[src/rtl/tron_pkg.sv]
// Shared definitions for the instruction controller: opcode/ext encodings,
// FSM state type, datapath select codes and the decoder output record.
package tron_pkg;

  localparam int WIDTH   = 16;
  localparam int REGBITS = 4;

  // Primary opcodes, IR[15:12]. Immediate-format opcodes reuse the
  // register-format ext code of the same operation.
  localparam logic [3:0] OP_REG   = 4'b0000;
  localparam logic [3:0] OP_ANDI  = 4'b0001;
  localparam logic [3:0] OP_ORI   = 4'b0010;
  localparam logic [3:0] OP_XORI  = 4'b0011;
  localparam logic [3:0] OP_MEM   = 4'b0100;
  localparam logic [3:0] OP_ADDI  = 4'b0101;
  localparam logic [3:0] OP_SHIFT = 4'b1000;
  localparam logic [3:0] OP_SUBI  = 4'b1001;
  localparam logic [3:0] OP_CMPI  = 4'b1011;
  localparam logic [3:0] OP_BCOND = 4'b1100;
  localparam logic [3:0] OP_MOVI  = 4'b1101;
  localparam logic [3:0] OP_JMPI  = 4'b1110;
  localparam logic [3:0] OP_LUI   = 4'b1111;

  // Extension codes, IR[7:4].
  localparam logic [3:0] EXT_AND  = 4'b0001;
  localparam logic [3:0] EXT_OR   = 4'b0010;
  localparam logic [3:0] EXT_XOR  = 4'b0011;
  localparam logic [3:0] EXT_ADD  = 4'b0101;
  localparam logic [3:0] EXT_SUB  = 4'b1001;
  localparam logic [3:0] EXT_CMP  = 4'b1011;
  localparam logic [3:0] EXT_MOV  = 4'b1101;
  localparam logic [3:0] EXT_LOAD = 4'b0000;
  localparam logic [3:0] EXT_STOR = 4'b0100;
  localparam logic [3:0] EXT_LSH  = 4'b0100;

  typedef enum logic [2:0] {
    S_FETCH  = 3'd0,
    S_DECODE = 3'd1,
    S_EXEC   = 3'd2,
    S_MEM    = 3'd3,
    S_PCUPD  = 3'd4,
    S_HALT   = 3'd5
  } state_t;

  localparam logic [3:0] ALU_ADD = 4'd0;
  localparam logic [3:0] ALU_SUB = 4'd1;
  localparam logic [3:0] ALU_CMP = 4'd2;
  localparam logic [3:0] ALU_AND = 4'd3;
  localparam logic [3:0] ALU_OR  = 4'd4;
  localparam logic [3:0] ALU_XOR = 4'd5;
  localparam logic [3:0] ALU_MOV = 4'd6;

  localparam logic [2:0] BUS_IMM   = 3'd0;
  localparam logic [2:0] BUS_MEM   = 3'd1;
  localparam logic [2:0] BUS_ALU   = 3'd2;
  localparam logic [2:0] BUS_SHIFT = 3'd3;
  localparam logic [2:0] BUS_PC    = 3'd4;
  localparam logic [2:0] BUS_REGB  = 3'd5;

  localparam logic [1:0] SH_LSH  = 2'd0;  // shift amount from register
  localparam logic [1:0] SH_LSHI = 2'd1;  // shift amount from immediate

  typedef struct packed {
    logic [3:0]       alu_op;
    logic [1:0]       shift_op;
    logic [2:0]       bus_op;
    logic             imm_mux;
    logic [WIDTH-1:0] immediate;
    logic             reg_wr_exec;  // register write in EXEC
    logic             reg_wr_mem;   // register write in MEM (LOAD)
    logic             mem_wr;       // memory write in MEM (STOR)
    logic             is_mem;       // instruction visits MEM
    logic             branch;
    logic             jump;
    logic             illegal;
  } decode_t;

  // Maps an ALU ext code to {valid, ALUOp}.
  function automatic logic [4:0] alu_from_ext(input logic [3:0] ext);
    logic [4:0] r;
    r = 5'b0;
    case (ext)
      EXT_ADD: r = {1'b1, ALU_ADD};
      EXT_SUB: r = {1'b1, ALU_SUB};
      EXT_CMP: r = {1'b1, ALU_CMP};
      EXT_AND: r = {1'b1, ALU_AND};
      EXT_OR:  r = {1'b1, ALU_OR};
      EXT_XOR: r = {1'b1, ALU_XOR};
      EXT_MOV: r = {1'b1, ALU_MOV};
      default: r = 5'b0;
    endcase
    return r;
  endfunction

endpackage

[src/rtl/instruction_decoder.sv]
// Purely combinational instruction decode: IR in, control fields plus an
// illegal-encoding flag out. Sequencing is left to the controller FSM.
module instruction_decoder
  import tron_pkg::*;
(
  input  logic [WIDTH-1:0] ir_i,
  output decode_t          dec_o
);

  logic [3:0] op;
  logic [3:0] ext;
  logic [4:0] alu_reg;
  logic [4:0] alu_imm;

  assign op      = ir_i[15:12];
  assign ext     = ir_i[7:4];
  assign alu_reg = alu_from_ext(ext);
  assign alu_imm = alu_from_ext(op);

  // Field decode by instruction class; unknown encodings raise illegal.
  always_comb begin
    dec_o         = '0;
    dec_o.bus_op  = BUS_ALU;
    case (op)
      OP_REG: begin
        if (alu_reg[4]) begin
          dec_o.alu_op      = alu_reg[3:0];
          dec_o.reg_wr_exec = (ext != EXT_CMP);
        end else begin
          dec_o.illegal = 1'b1;
        end
      end
      OP_ANDI, OP_ORI, OP_XORI, OP_ADDI, OP_SUBI, OP_CMPI, OP_MOVI: begin
        dec_o.alu_op      = alu_imm[3:0];
        dec_o.imm_mux     = 1'b1;
        dec_o.reg_wr_exec = (op != OP_CMPI);
        // Logical ops zero-extend; arithmetic and MOVI sign-extend.
        if (op == OP_ANDI || op == OP_ORI || op == OP_XORI)
          dec_o.immediate = {8'h00, ir_i[7:0]};
        else
          dec_o.immediate = {{8{ir_i[7]}}, ir_i[7:0]};
      end
      OP_LUI: begin
        dec_o.immediate   = {ir_i[7:0], 8'h00};
        dec_o.imm_mux     = 1'b1;
        dec_o.bus_op      = BUS_IMM;
        dec_o.reg_wr_exec = 1'b1;
      end
      OP_SHIFT: begin
        dec_o.bus_op = BUS_SHIFT;
        if (ext == EXT_LSH) begin
          dec_o.shift_op    = SH_LSH;
          dec_o.reg_wr_exec = 1'b1;
        end else if (ext[3:1] == 3'b000) begin
          dec_o.shift_op    = SH_LSHI;
          dec_o.imm_mux     = 1'b1;
          dec_o.immediate   = {{11{ir_i[4]}}, ir_i[4:0]};
          dec_o.reg_wr_exec = 1'b1;
        end else begin
          dec_o.illegal = 1'b1;
        end
      end
      OP_MEM: begin
        if (ext == EXT_LOAD) begin
          dec_o.bus_op     = BUS_MEM;
          dec_o.is_mem     = 1'b1;
          dec_o.reg_wr_mem = 1'b1;
        end else if (ext == EXT_STOR) begin
          dec_o.bus_op = BUS_REGB;
          dec_o.is_mem = 1'b1;
          dec_o.mem_wr = 1'b1;
        end else begin
          dec_o.illegal = 1'b1;
        end
      end
      OP_BCOND: begin
        dec_o.immediate = {{8{ir_i[7]}}, ir_i[7:0]};
        dec_o.bus_op    = BUS_PC;
        dec_o.branch    = 1'b1;
      end
      OP_JMPI: begin
        dec_o.immediate = {4'h0, ir_i[11:0]};
        dec_o.bus_op    = BUS_PC;
        dec_o.jump      = 1'b1;
      end
      default: dec_o.illegal = 1'b1;
    endcase
  end

endmodule

[src/rtl/instruction_controller.sv]
// Multi-cycle instruction controller: fetch, latch, decode and sequence the
// datapath strobes one instruction at a time. Decode outputs come only from
// the latched IR, so nothing on instr_in reaches an output combinationally.
// Handshake: instr_in is accepted on any rising edge where the FSM is in
// FETCH (fetch_req=1) and instr_valid=1; instr_valid is ignored otherwise.
module instruction_controller
  import tron_pkg::*;
#(
  parameter int WIDTH   = 16,
  parameter int REGBITS = 4
) (
  input  logic               clk,
  input  logic               reset,
  input  logic [15:0]        instr_in,
  input  logic               instr_valid,
  output logic               fetch_req,
  output logic [7:0]         instructionOp,
  output logic [WIDTH-1:0]   immediate,
  output logic [REGBITS-1:0] regAddA,
  output logic [REGBITS-1:0] regAddB,
  output logic [3:0]         ALUOp,
  output logic [1:0]         shiftOp,
  output logic [2:0]         busOp,
  output logic               immMUX,
  output logic               regWrite,
  output logic               memWrite,
  output logic [3:0]         flagOp,
  output logic               pcAdd,
  output logic               pcJump,
  output logic               pcBranch,
  output logic               halted,
  output state_t             state_dbg
);

  state_t      state_q, state_d;
  logic [15:0] ir_q, ir_d;
  logic        halted_q, halted_d;
  decode_t     dec;

  instruction_decoder u_dec (
    .ir_i  (ir_q),
    .dec_o (dec)
  );

  // State, IR and halt flag; reset returns to an idle FETCH immediately.
  always_ff @(posedge clk or posedge reset) begin
    if (reset) begin
      state_q  <= S_FETCH;
      ir_q     <= 16'h0000;
      halted_q <= 1'b0;
    end else begin
      state_q  <= state_d;
      ir_q     <= ir_d;
      halted_q <= halted_d;
    end
  end

  // Next-state logic; IR only loads in FETCH on a valid word.
  always_comb begin
    state_d  = state_q;
    ir_d     = ir_q;
    halted_d = halted_q;
    case (state_q)
      S_FETCH: begin
        if (instr_valid) begin
          ir_d    = instr_in;
          state_d = S_DECODE;
        end
      end
      S_DECODE: begin
        if (dec.illegal) begin
          state_d  = S_HALT;
          halted_d = 1'b1;
        end else begin
          state_d = S_EXEC;
        end
      end
      S_EXEC:  state_d = dec.is_mem ? S_MEM : S_PCUPD;
      S_MEM:   state_d = S_PCUPD;
      S_PCUPD: state_d = S_FETCH;
      S_HALT:  state_d = S_HALT;
      default: state_d = S_FETCH;
    endcase
  end

  // Strobes: each is a single-state decode, so it is one cycle wide and
  // falls as soon as reset forces the state back to FETCH.
  always_comb begin
    fetch_req = (state_q == S_FETCH) && !reset;
    regWrite  = ((state_q == S_EXEC) && dec.reg_wr_exec) ||
                ((state_q == S_MEM)  && dec.reg_wr_mem);
    memWrite  = (state_q == S_MEM)   && dec.mem_wr;
    pcAdd     = (state_q == S_PCUPD) && !dec.branch && !dec.jump;
    pcBranch  = (state_q == S_PCUPD) && dec.branch;
    pcJump    = (state_q == S_PCUPD) && dec.jump;
  end

  // Decode fields follow the latched IR and so hold steady DECODE..PCUPD.
  always_comb begin
    instructionOp = {ir_q[15:12], ir_q[7:4]};
    regAddA       = ir_q[3:0];
    regAddB       = ir_q[11:8];
    flagOp        = ir_q[11:8];
    immediate     = dec.immediate;
    ALUOp         = dec.alu_op;
    shiftOp       = dec.shift_op;
    busOp         = dec.bus_op;
    immMUX        = dec.imm_mux;
    halted        = halted_q;
    state_dbg     = state_q;
  end

endmodule

[config.mk]
export PLATFORM = sky130hd
export DESIGN_NAME = instruction_controller
export DESIGN_NICKNAME = d
export VERILOG_FILES = /design/src/rtl/tron_pkg.sv /design/src/rtl/instruction_decoder.sv /design/src/rtl/instruction_controller.sv
export SDC_FILE = /design/constraint.sdc
export NUM_CORES = 1
export LEC_CHECK = 0
export ABC_AREA = 1
export ABC_CLOCK_PERIOD_IN_PS = 2800
export CORE_MARGIN = 5
export CORE_UTILIZATION = 25
export CTS_CLUSTER_SIZE = 12
export DETAILED_ROUTE_END_ITERATION = 8
export GPL_TIMING_DRIVEN = 1
export MAX_ROUTING_LAYER = met4
export PLACE_DENSITY_LB_ADDON = 0.25
export REMOVE_ABC_BUFFERS = 1
export SYNTH_ARGS = -nofsm -noshare
export SYNTH_HDL_FRONTEND = slang
export SYNTH_SLANG_ARGS = --single-unit
[constraint.sdc]
create_clock -name clk -period 2.8 [get_ports clk]
set_clock_uncertainty 0.05 [all_clocks]
set_input_delay 0.28 -clock clk [delete_from_list [all_inputs] [get_ports clk]]
set_output_delay 0.28 -clock clk [all_outputs]
set_load 0.02 [all_outputs]
==> run_results.csv, run 1 <==
group,metric,value,unit
hold_path,worstHoldPathType,"reg -> reg",
finish,nNetsFinal,288,
hold_path,hold-path-cell-count,2,
synthesis,netlist_area,1374,um2
finish,diodes,0,
worst_setup_path,crit_required,2470,ps
global_routing,grt_overflow_total,0,
drt,routed_wl,4639,um
sta,layout_worst_path_cycle_share,92.07,%
drt,drcViolationCount,0,
finish,area_growth,58.74,%
worst_setup_path,crit_type,"reg -> out",
place,io_buffers,72,
pwr,power.density,1507,nW/um2
cts,cts_buffers,3,
worst_setup_path,crit_buf_inv,2,
sta,layout_min_cycle_time,2578,ps
synthesis,ys_seq_area_share,36.43,%
floorplanning,dieArea,7078,um2
finish,ff_latch_area,500.5,um2
worst_setup_path,r2r_cells,7,
worst_setup_path,startpoint_type,"flop",
finish,stdcell_count,340,
cts,cts_root_buf,"clkbuf_8",
synthesis,synth_seq_cells,20,
hold_path,hold_path_end,"halted",
worst_setup_path,timing.critical_path.max_delay_family,"buffers and inverters",
place,placed_area,2126,um2
worst_setup_path,crit_fanout,9,
sta,tns,0,ps
flow_run,max-cap-violations,0,
drt,num_vias,1539,
floorplanning,start_util,25.26,%
cts,post_cts_resized,0,
synthesis,yosys_warnings,0,
worst_setup_path,cp_slowest_cell,"clkdlybuf4s50_1",
synthesis,synthTopCellsByArea,"dfrtp_1 (36%), nor2_1 (11%), nand2_1 (7.1%), a21oi_1 (6.9%), inv_1 (6.8%)",
floorplanning,core_area,5439,um2
finish,drive_above_1_share,9.701,%
drt,via_per_inst,4.526,
place,pre_cts_slack,546.5,ps
synthesis,ys_types,28,
cts,ctsHoldBuffers,0,
synthesis,synth_top_area_share,36.43,%
drt,drtAntennaViolNets,0,
cts,cts_setup_buffers,0,
pwr,p_leak,0.9837,nW
synthesis,synth_enable_flop_cells,0,
global_routing,grt_pass1_wl,7776,um
finish,finalInstanceArea,2181,um2
sta,drv_slew,0,
cts,clkTransAtPathRegs,80,ps
sta,setup_ws,222.0,ps
worst_setup_path,arrival,2250,ps
place,place_hpwl,3632,um
synthesis,synth_ff_type,"dfrtp_1",
floorplanning,fp-row-count,27,
cts,insertion_delay,260,ps
drt,firstDrtPassIters,4,
cts,cts.sinks,20,
sta,maxClockFrequency,387.9,MHz
place,dp.cells,336,
place,gp_congestion,0.8685,
worst_setup_path,critPathMaxStageDelay,630,ps
synthesis,syn_inst,200,
global_routing,grt_start_max_net_pins,21,
floorplanning,ios,75,
sta,worst_pin_slew,800.2,ps
synthesis,ys_async_sr_fraction,100.0,%
global_routing,grtUsageTotal,13.88,%
cts,cts_max_level,1,
finish,n_fill_cell,590,
hold_path,holdCritStartpoint,"halted",
finish,final_common_cell,"clkdlybuf4s50_1",
sta,whs,419.6,ps
pwr,irDropWorstVdd,0.0009476,V
floorplanning,die_w,84.13,um
run_status,status,"finished, final reports clean",
finish,mostFrequentLayoutCells,"clkdlybuf4s50_1 (72), nor2_1 (40), nand2_1 (26), inv_1 (25), dfrtp_1 (20)",
global_routing,grt_pass1_vias,1560,
sta,setup_viol,0,
worst_setup_path,crit_chain,"nand2_1, nor2_1, inv_1, o21ai_0, nor3_1, o21ai_1, clkdlybuf4s50_1",
worst_setup_path,reg2reg_slack,980,ps
worst_setup_path,r2r_end,"ir_q[3]",
synthesis,avgSynthCellArea,6.869,um2
sta,slew_headroom,46.60,%
cts,cts_tree,"built",
cts,clk_path_buf_depth,2,
drt,drtIter0Drc,55,
sta,hold_viol,0,
floorplanning,die_h,84.13,um
worst_setup_path,end_kind,"output port",
synthesis,synth_top_area_cell,"dfrtp_1",
worst_setup_path,rr_startpoint,"state_dbg[2]",
finish,multi_input_area,694.4,um2
global_routing,antenna_found_initial,0,
sta,rsz0062_at_grt,"false",
drt,drt-wirelength-per-cell,13.64,um
==> synthesized netlist by cell type (2+ instances only) <==
library cell / instances
inv_2: 5
o221ai_1: 4
dfrtp_1: 20
o211ai_1: 2
nor3_1: 5
buf_4: 8
nor2_1: 40
o21ai_0: 13
nor2_2: 6
buf_2: 2
nand3_1: 8
nand2_2: 3
inv_1: 25
nor2_4: 2
a21oi_1: 19
nand2_1: 26
==> layer usage <==
metal	global-route usage [%]	vias to the layer above	part of all wire [%]
li1	-	771	-
met5	-	-	0
met1	19.41	703	50
met2	20.09	59	42
met4	3.509	0	0.99
met3	3.337	6	7.5
==> per-stage QoR <==
step | total power [mW] | util [%]
after floorplan | 1.909 | -
after CTS | 3.321 | 40.10
after detailed placement | 3.071 | 39.08
after global routing | 3.543 | 40.10
after global placement | 3.080 | 39.08
final | 3.286 | 40.10
==> worst max-delay path by stage <==
stage | start | to | slack (ps) | cells after the start
floorplan | ir_q[14] | immediate[0] | 910 | 7
global placement | ir_q[12] | regWrite | 560 | 7
detailed placement | ir_q[12] | regWrite | 550 | 7
CTS | ir_q[12] | regWrite | 250 | 7
global route | ir_q[12] | regWrite | 90 | 7
finish | ir_q[12] | regWrite | 220 | 7
==> power breakdown <==
part | leakage, nW | internal [mW] | total (mW) | switching (mW)
Combinational | 0.735 | 1.06 | 2.50 | 1.44
Sequential | 0.220 | 0.421 | 0.557 | 0.137
Clock | 0.0288 | 0.125 | 0.228 | 0.103
==> flip-flops by register name, summed over array words and instances (netlist names) <==
signal / cells
ir_q: 16
state_dbg: 3
halted: 1
==> cell type report <==
type,instances,area share [%]
timing repair buffer,73,33.39
clock buffer,4,2.524
multi-input combinational,141,31.84
sequential,20,22.95
inverter,30,5.164
tap,72,4.131
==> worst register-to-register path, delay by kind of cell (launching register included) <==
kind / cells / cell delay [ps]
simple gates: 4 / 740
compound gates: 1 / 50
flops: 1 / 440
buf+inv: 2 / 440
==> logic make-up (layout without fill, tap and decap cells) <==
logic type	Yosys count	after routing	synth area share, %
and+or+nand+nor	94	94	30.97
AOI/OAI and AO/OA	45	45	19.03
buffers and inverters	40	107	13.30
DFF	20	20	36.43
other	1	2	0.2730
No activity file was read; power rests on OpenSTA's default activity.
==> run 2, diff against run 1 <==
--- a/config.mk
+++ b/config.mk
@@ -13,8 +13,8 @@
 export DETAILED_ROUTE_END_ITERATION = 8
 export GPL_TIMING_DRIVEN = 1
 export MAX_ROUTING_LAYER = met4
-export PLACE_DENSITY_LB_ADDON = 0.25
 export REMOVE_ABC_BUFFERS = 1
+export SLEW_MARGIN = 20
 export SYNTH_ARGS = -nofsm -noshare
 export SYNTH_HDL_FRONTEND = slang
 export SYNTH_SLANG_ARGS = --single-unit
==> run_results.csv, run 2 (synthesis results as in run 1) <==
group,metric,value,unit
sta,drv_slew,0,
worst_setup_path,r2r_end,"state_dbg[0]",
drt,drtAntennaViolNets,0,
floorplanning,core_area,5439,um2
floorplanning,die_w,84.13,um
global_routing,grt_pass1_vias,1604,
global_routing,grt_overflow_total,0,
place,placed_area,2126,um2
cts,post_cts_resized,0,
worst_setup_path,startpoint_type,"flop",
cts,clkTransAtPathRegs,90,ps
floorplanning,fp-row-count,27,
pwr,irDropWorstVdd,0.0008486,V
cts,cts_tree,"built",
drt,num_vias,1544,
finish,n_fill_cell,581,
worst_setup_path,arrival,2220,ps
drt,firstDrtPassIters,4,
cts,clk_path_buf_depth,2,
worst_setup_path,setup.worst_path.start,"ir_q[12]",
floorplanning,ios,75,
cts,cts.sinks,20,
sta,setup_viol,0,
drt,drtIter0Drc,74,
finish,mostFrequentLayoutCells,"clkdlybuf4s50_1 (72), nor2_1 (40), nand2_1 (26), inv_1 (25), dfrtp_1 (20)",
floorplanning,dieArea,7078,um2
finish,drive_above_1_share,9.701,%
cts,cts_max_level,1,
hold_path,worstHoldPathType,"reg -> reg",
global_routing,antenna_found_initial,0,
sta,worst_pin_slew,798.3,ps
floorplanning,start_util,25.26,%
global_routing,grt_start_max_net_pins,33,
drt,via_per_inst,4.541,
sta,slew_headroom,46.72,%
finish,nNetsFinal,288,
cts,insertion_delay,270,ps
finish,diodes,0,
finish,area_growth,59.93,%
place,io_buffers,72,
drt,routed_wl,4621,um
place,pre_cts_slack,574.9,ps
pwr,power.density,1530,nW/um2
worst_setup_path,rr_startpoint,"ir_q[6]",
cts,cts_setup_buffers,0,
finish,largest_reg_flops,16,
finish,final_common_cell,"clkdlybuf4s50_1",
floorplanning,die_h,84.13,um
cts,ctsHoldBuffers,0,
sta,layout_min_cycle_time,2549,ps
sta,setup_ws,251.0,ps
sta,tns,0,ps
worst_setup_path,end_kind,"output port",
cts,cts_buffers,3,
finish,regMostFlops,"ir_q",
worst_setup_path,critPathCapture,"immediate[0]",
global_routing,grt_pass1_wl,8114,um
finish,finalInstanceArea,2197,um2
finish,stdcell_count,340,
run_status,status,"finished, final reports clean",
pwr,design_power_total,3.362,mW
sta,hold_viol,0,
worst_setup_path,r2r_cells,8,
global_routing,grtUsageTotal,14.31,%
worst_setup_path,crit_fanout,7,
flow_run,max-cap-violations,0,
worst_setup_path,crit_required,2470,ps
cts,cts_root_buf,"clkbuf_8",
place,dp.cells,336,
drt,drt-wirelength-per-cell,13.59,um
worst_setup_path,reg2reg_slack,1260,ps
sta,maxClockFrequency,392.3,MHz
sta,rsz0062_at_grt,"false",
sta,layout_worst_path_cycle_share,91.03,%
drt,drcViolationCount,0,
worst_setup_path,crit_type,"reg -> out",
place,gp_congestion,0.8546,
place,place_hpwl,3654,um
pwr,p_leak,0.9906,nW
run 2: changes by cell type in the layout (fill, tap and decap cells not counted), sizes merged:
cell,before,now
bufinv,0,1
clkbuf,4,3
run 2: worst min path at each step:
stage,to,start,depth (start not counted),slack [ps]
final,halted,halted,2,430
after global routing,halted,halted,2,480
after CTS,halted,halted,2,430
after global placement,halted,halted,2,410
after floorplan,halted,reset,1,190
after detailed placement,halted,halted,2,410
run 2: per-layer routing:
metal | share of wire, % | up-vias | global-route usage [%]
li1 | - | 776 | -
met1 | 48 | 707 | 20.16
met2 | 43 | 57 | 20.80
met3 | 8.0 | 4 | 4.024
met4 | 0.63 | 0 | 2.193
met5 | 0 | - | -
run 2: through the flow:
stage	hold slack (ps)	utilization, %
after detailed placement	409.2	39.08
after CTS	432.6	40.40
final	428.9	40.40
after global routing	477.6	40.40
after floorplan	193.8	-
after global placement	405.1	39.08
run 2: layout make-up:
| cell class | count | area (um2) | area share (%) |
|---|---|---|---|
| clock buffers | 3 | 41.29 | 1.879 |
| repair buffers | 73 | 728.2 | 33.14 |
| flip-flops and latches | 20 | 500.5 | 22.78 |
| clock inverters | 1 | 30.03 | 1.367 |
| multi-input cells | 141 | 694.4 | 31.61 |
| inverters | 30 | 112.6 | 5.125 |
| well taps | 72 | 90.09 | 4.100 |
run 2: power by group:
part           internal [mW]  switching (mW)  total [mW]  leakage (nW)
Combinational           1.06            1.44        2.50         0.735
Sequential             0.420           0.140       0.560         0.220
Clock                  0.191           0.108       0.299        0.0357
run 2: worst max-delay path, cell delays in order, from the launching register on:
cell,delay [ps]
dfrtp_1,470
inv_2,150
nand2_4,70
nor2_2,150
inv_1,100
nor2_2,170
nor2_1,120
nor2_1,110
clkdlybuf4s50_1,610
==> run 3, diff against run 2 <==
==> constraint.sdc (replaced) <==
create_clock -name clk -period 2.8 [get_ports clk]
set_clock_uncertainty 0.05 [all_clocks]
set_input_delay 0.56 -clock clk [delete_from_list [all_inputs] [get_ports clk]]
set_output_delay 0.56 -clock clk [all_outputs]
set_load 0.02 [all_outputs]
==> run_results.csv, run 3 (synthesis results as in run 1) <==
group,metric,value,unit
drt,drcViolationCount,0,
finish,largest_reg_flops,16,
sta,worst_pin_slew,800.8,ps
cts,cts.sinks,20,
worst_setup_path,crit_buf_inv,2,
pwr,p_leak,1.225,nW
drt,firstDrtPassIters,4,
worst_setup_path,cp_slowest_cell,"clkdlybuf4s50_1",
sta,hold_viol,0,
worst_setup_path,crit_type,"reg -> out",
sta,whs,425.9,ps
sta,tns,0,ps
worst_setup_path,end_kind,"output port",
global_routing,grt.busiest_layer,"met2",
place,io_buffers,72,
drt,drt-wirelength-per-cell,13.21,um
pwr,power.density,1461,nW/um2
floorplanning,die_h,84.13,um
sta,slew_headroom,46.55,%
place,place_hpwl,3533,um
finish,drive_above_1_share,11.81,%
worst_setup_path,crit_fanout,7,
cts,clk_path_buf_depth,2,
finish,nNetsFinal,291,
floorplanning,core_area,5439,um2
hold_path,worstHoldPathType,"reg -> reg",
global_routing,grtUsageTotal,13.53,%
finish,final_common_cell,"clkdlybuf4s50_1",
drt,num_vias,1528,
worst_setup_path,startpoint_type,"flop",
global_routing,grt_overflow_total,0,
floorplanning,dieArea,7078,um2
global_routing,grt_pass1_wl,7686,um
sta,setup_viol,0,
cts,cts_buffers,3,
sta,layout_worst_path_cycle_share,93.88,%
floorplanning,fp-row-count,27,
finish,regMostFlops,"ir_q",
worst_setup_path,crit_required,2190,ps
worst_setup_path,timing.critical_path.max_delay_family,"buffers and inverters",
cts,ctsHoldBuffers,0,
drt,routed_wl,4530,um
finish,area_growth,65.21,%
finish,ff_latch_area,501.7,um2
sta,layout_min_cycle_time,2629,ps
finish,multi_input_area,699.4,um2
global_routing,grt_pass1_vias,1587,
sta,maxClockFrequency,380.4,MHz
global_routing,antenna_found_initial,0,
cts,clkTransAtPathRegs,80,ps
flow_run,max-cap-violations,0,
global_routing,gr-usage-met2,19.58,%
finish,diodes,0,
worst_setup_path,critPathMaxStageDelay,640,ps
global_routing,grt_start_max_net_pins,33,
cts,cts_tree,"built",
floorplanning,start_util,25.26,%
finish,mostFrequentLayoutCells,"clkdlybuf4s50_1 (53), nor2_1 (40), nand2_1 (26), inv_1 (24)",
drt,via_per_inst,4.455,
floorplanning,ios,75,
cts,cts_max_level,1,
pwr,irDropWorstVdd,0.0008080,V
drt,drtAntennaViolNets,0,
sta,drv_slew,0,
cts,insertion_delay,260,ps
sta,rsz0062_at_grt,"false",
place,gp_congestion,0.8392,
cts,cts_root_buf,"clkbuf_8",
drt,drtIter0Drc,76,
run_status,status,"finished, final reports clean",
worst_setup_path,crit_chain,"inv_2, nand2_4, nor2_2, nand3_2, o21ai_0, clkdlybuf4s50_1",
floorplanning,die_w,84.13,um
finish,n_fill_cell,563,
global_routing,grtUsageMet1,18.53,%
worst_setup_path,arrival,2020,ps
global_routing,grt.met3_usage,4.416,%
==> run 3: cell types whose count changed in the layout (fill, tap and decap cells not counted), sizes merged <==
cell / change
inv: -1
dlygate4sd2: +2
clkinvlp: +1
buf: +3
clkdlybuf4s50: -19
dlymetal6s2s: +17
==> run 3: worst register-to-register path: cells and delay by family (launching register included) <==
kind                   cells  cell delay, ps
AOI/OAI and AO/OA          2             310
buffers and inverters      2             370
DFF                        1             420
and+or+nand+nor            5             330
==> run 3: where the power goes <==
part / total [mW] / leakage [nW] / switching (mW) / internal (mW)
Combinational: 2.46 / 0.971 / 1.43 / 1.03
Sequential: 0.563 / 0.219 / 0.141 / 0.422
Clock: 0.295 / 0.0357 / 0.104 / 0.191
==> run 3: final cells by class <==
class | instances | share of cell area (%)
tap | 72 | 3.969
clock buffer | 3 | 1.819
sequential | 20 | 22.11
multi-input combinational | 141 | 30.82
inverter | 30 | 5.127
clock inverter | 1 | 1.323
timing repair buffer | 76 | 34.84
==> run 3: routing by layer <==
layer / vias up / part of all wire [%] / wire length (um)
met3: 6 / 8.4 / 382
met5: - / 0 / 0
li1: 783 / - / -
met1: 683 / 48 / 2183
met2: 56 / 43 / 1932
met4: 0 / 0.68 / 31
==> run 3: final timing paths <==
kind / slack [ps] / endpoint / cells past startpoint / from
setup / recovery: 170 / busOp[2] / 6 / ir_q[12]
hold / removal: 430 / halted / 2 / halted
setup reg to reg: 1270 / state_dbg[0] / 9 / ir_q[6]
hold reg to reg: 430 / halted / 2 / halted
max in group asynchronous: 1420 / ir_q[12] / 2 / reset
min in group asynchronous: 720 / state_dbg[0] / 2 / reset
==> run 3: timing repair <==
action,4_1_cts,5_1_grt
resized for setup,2,20
setup endpoints to repair,2,20
buffers inserted,0,3
==> run 3: per-stage QoR <==
stage               utilization [%]  cell area [um2]  total power, mW  cells  setup WS, ps
detailed placement            39.08             2126            3.063    336         301.4
CTS                           40.35             2195            3.367    340         4.591
global placement              39.08             2126            3.069    336         289.4
floorplan                         -             1308            1.909    191         629.5
finish                        41.73             2270            3.317    343         171.3
global route                  41.73             2270            3.591    343         15.52
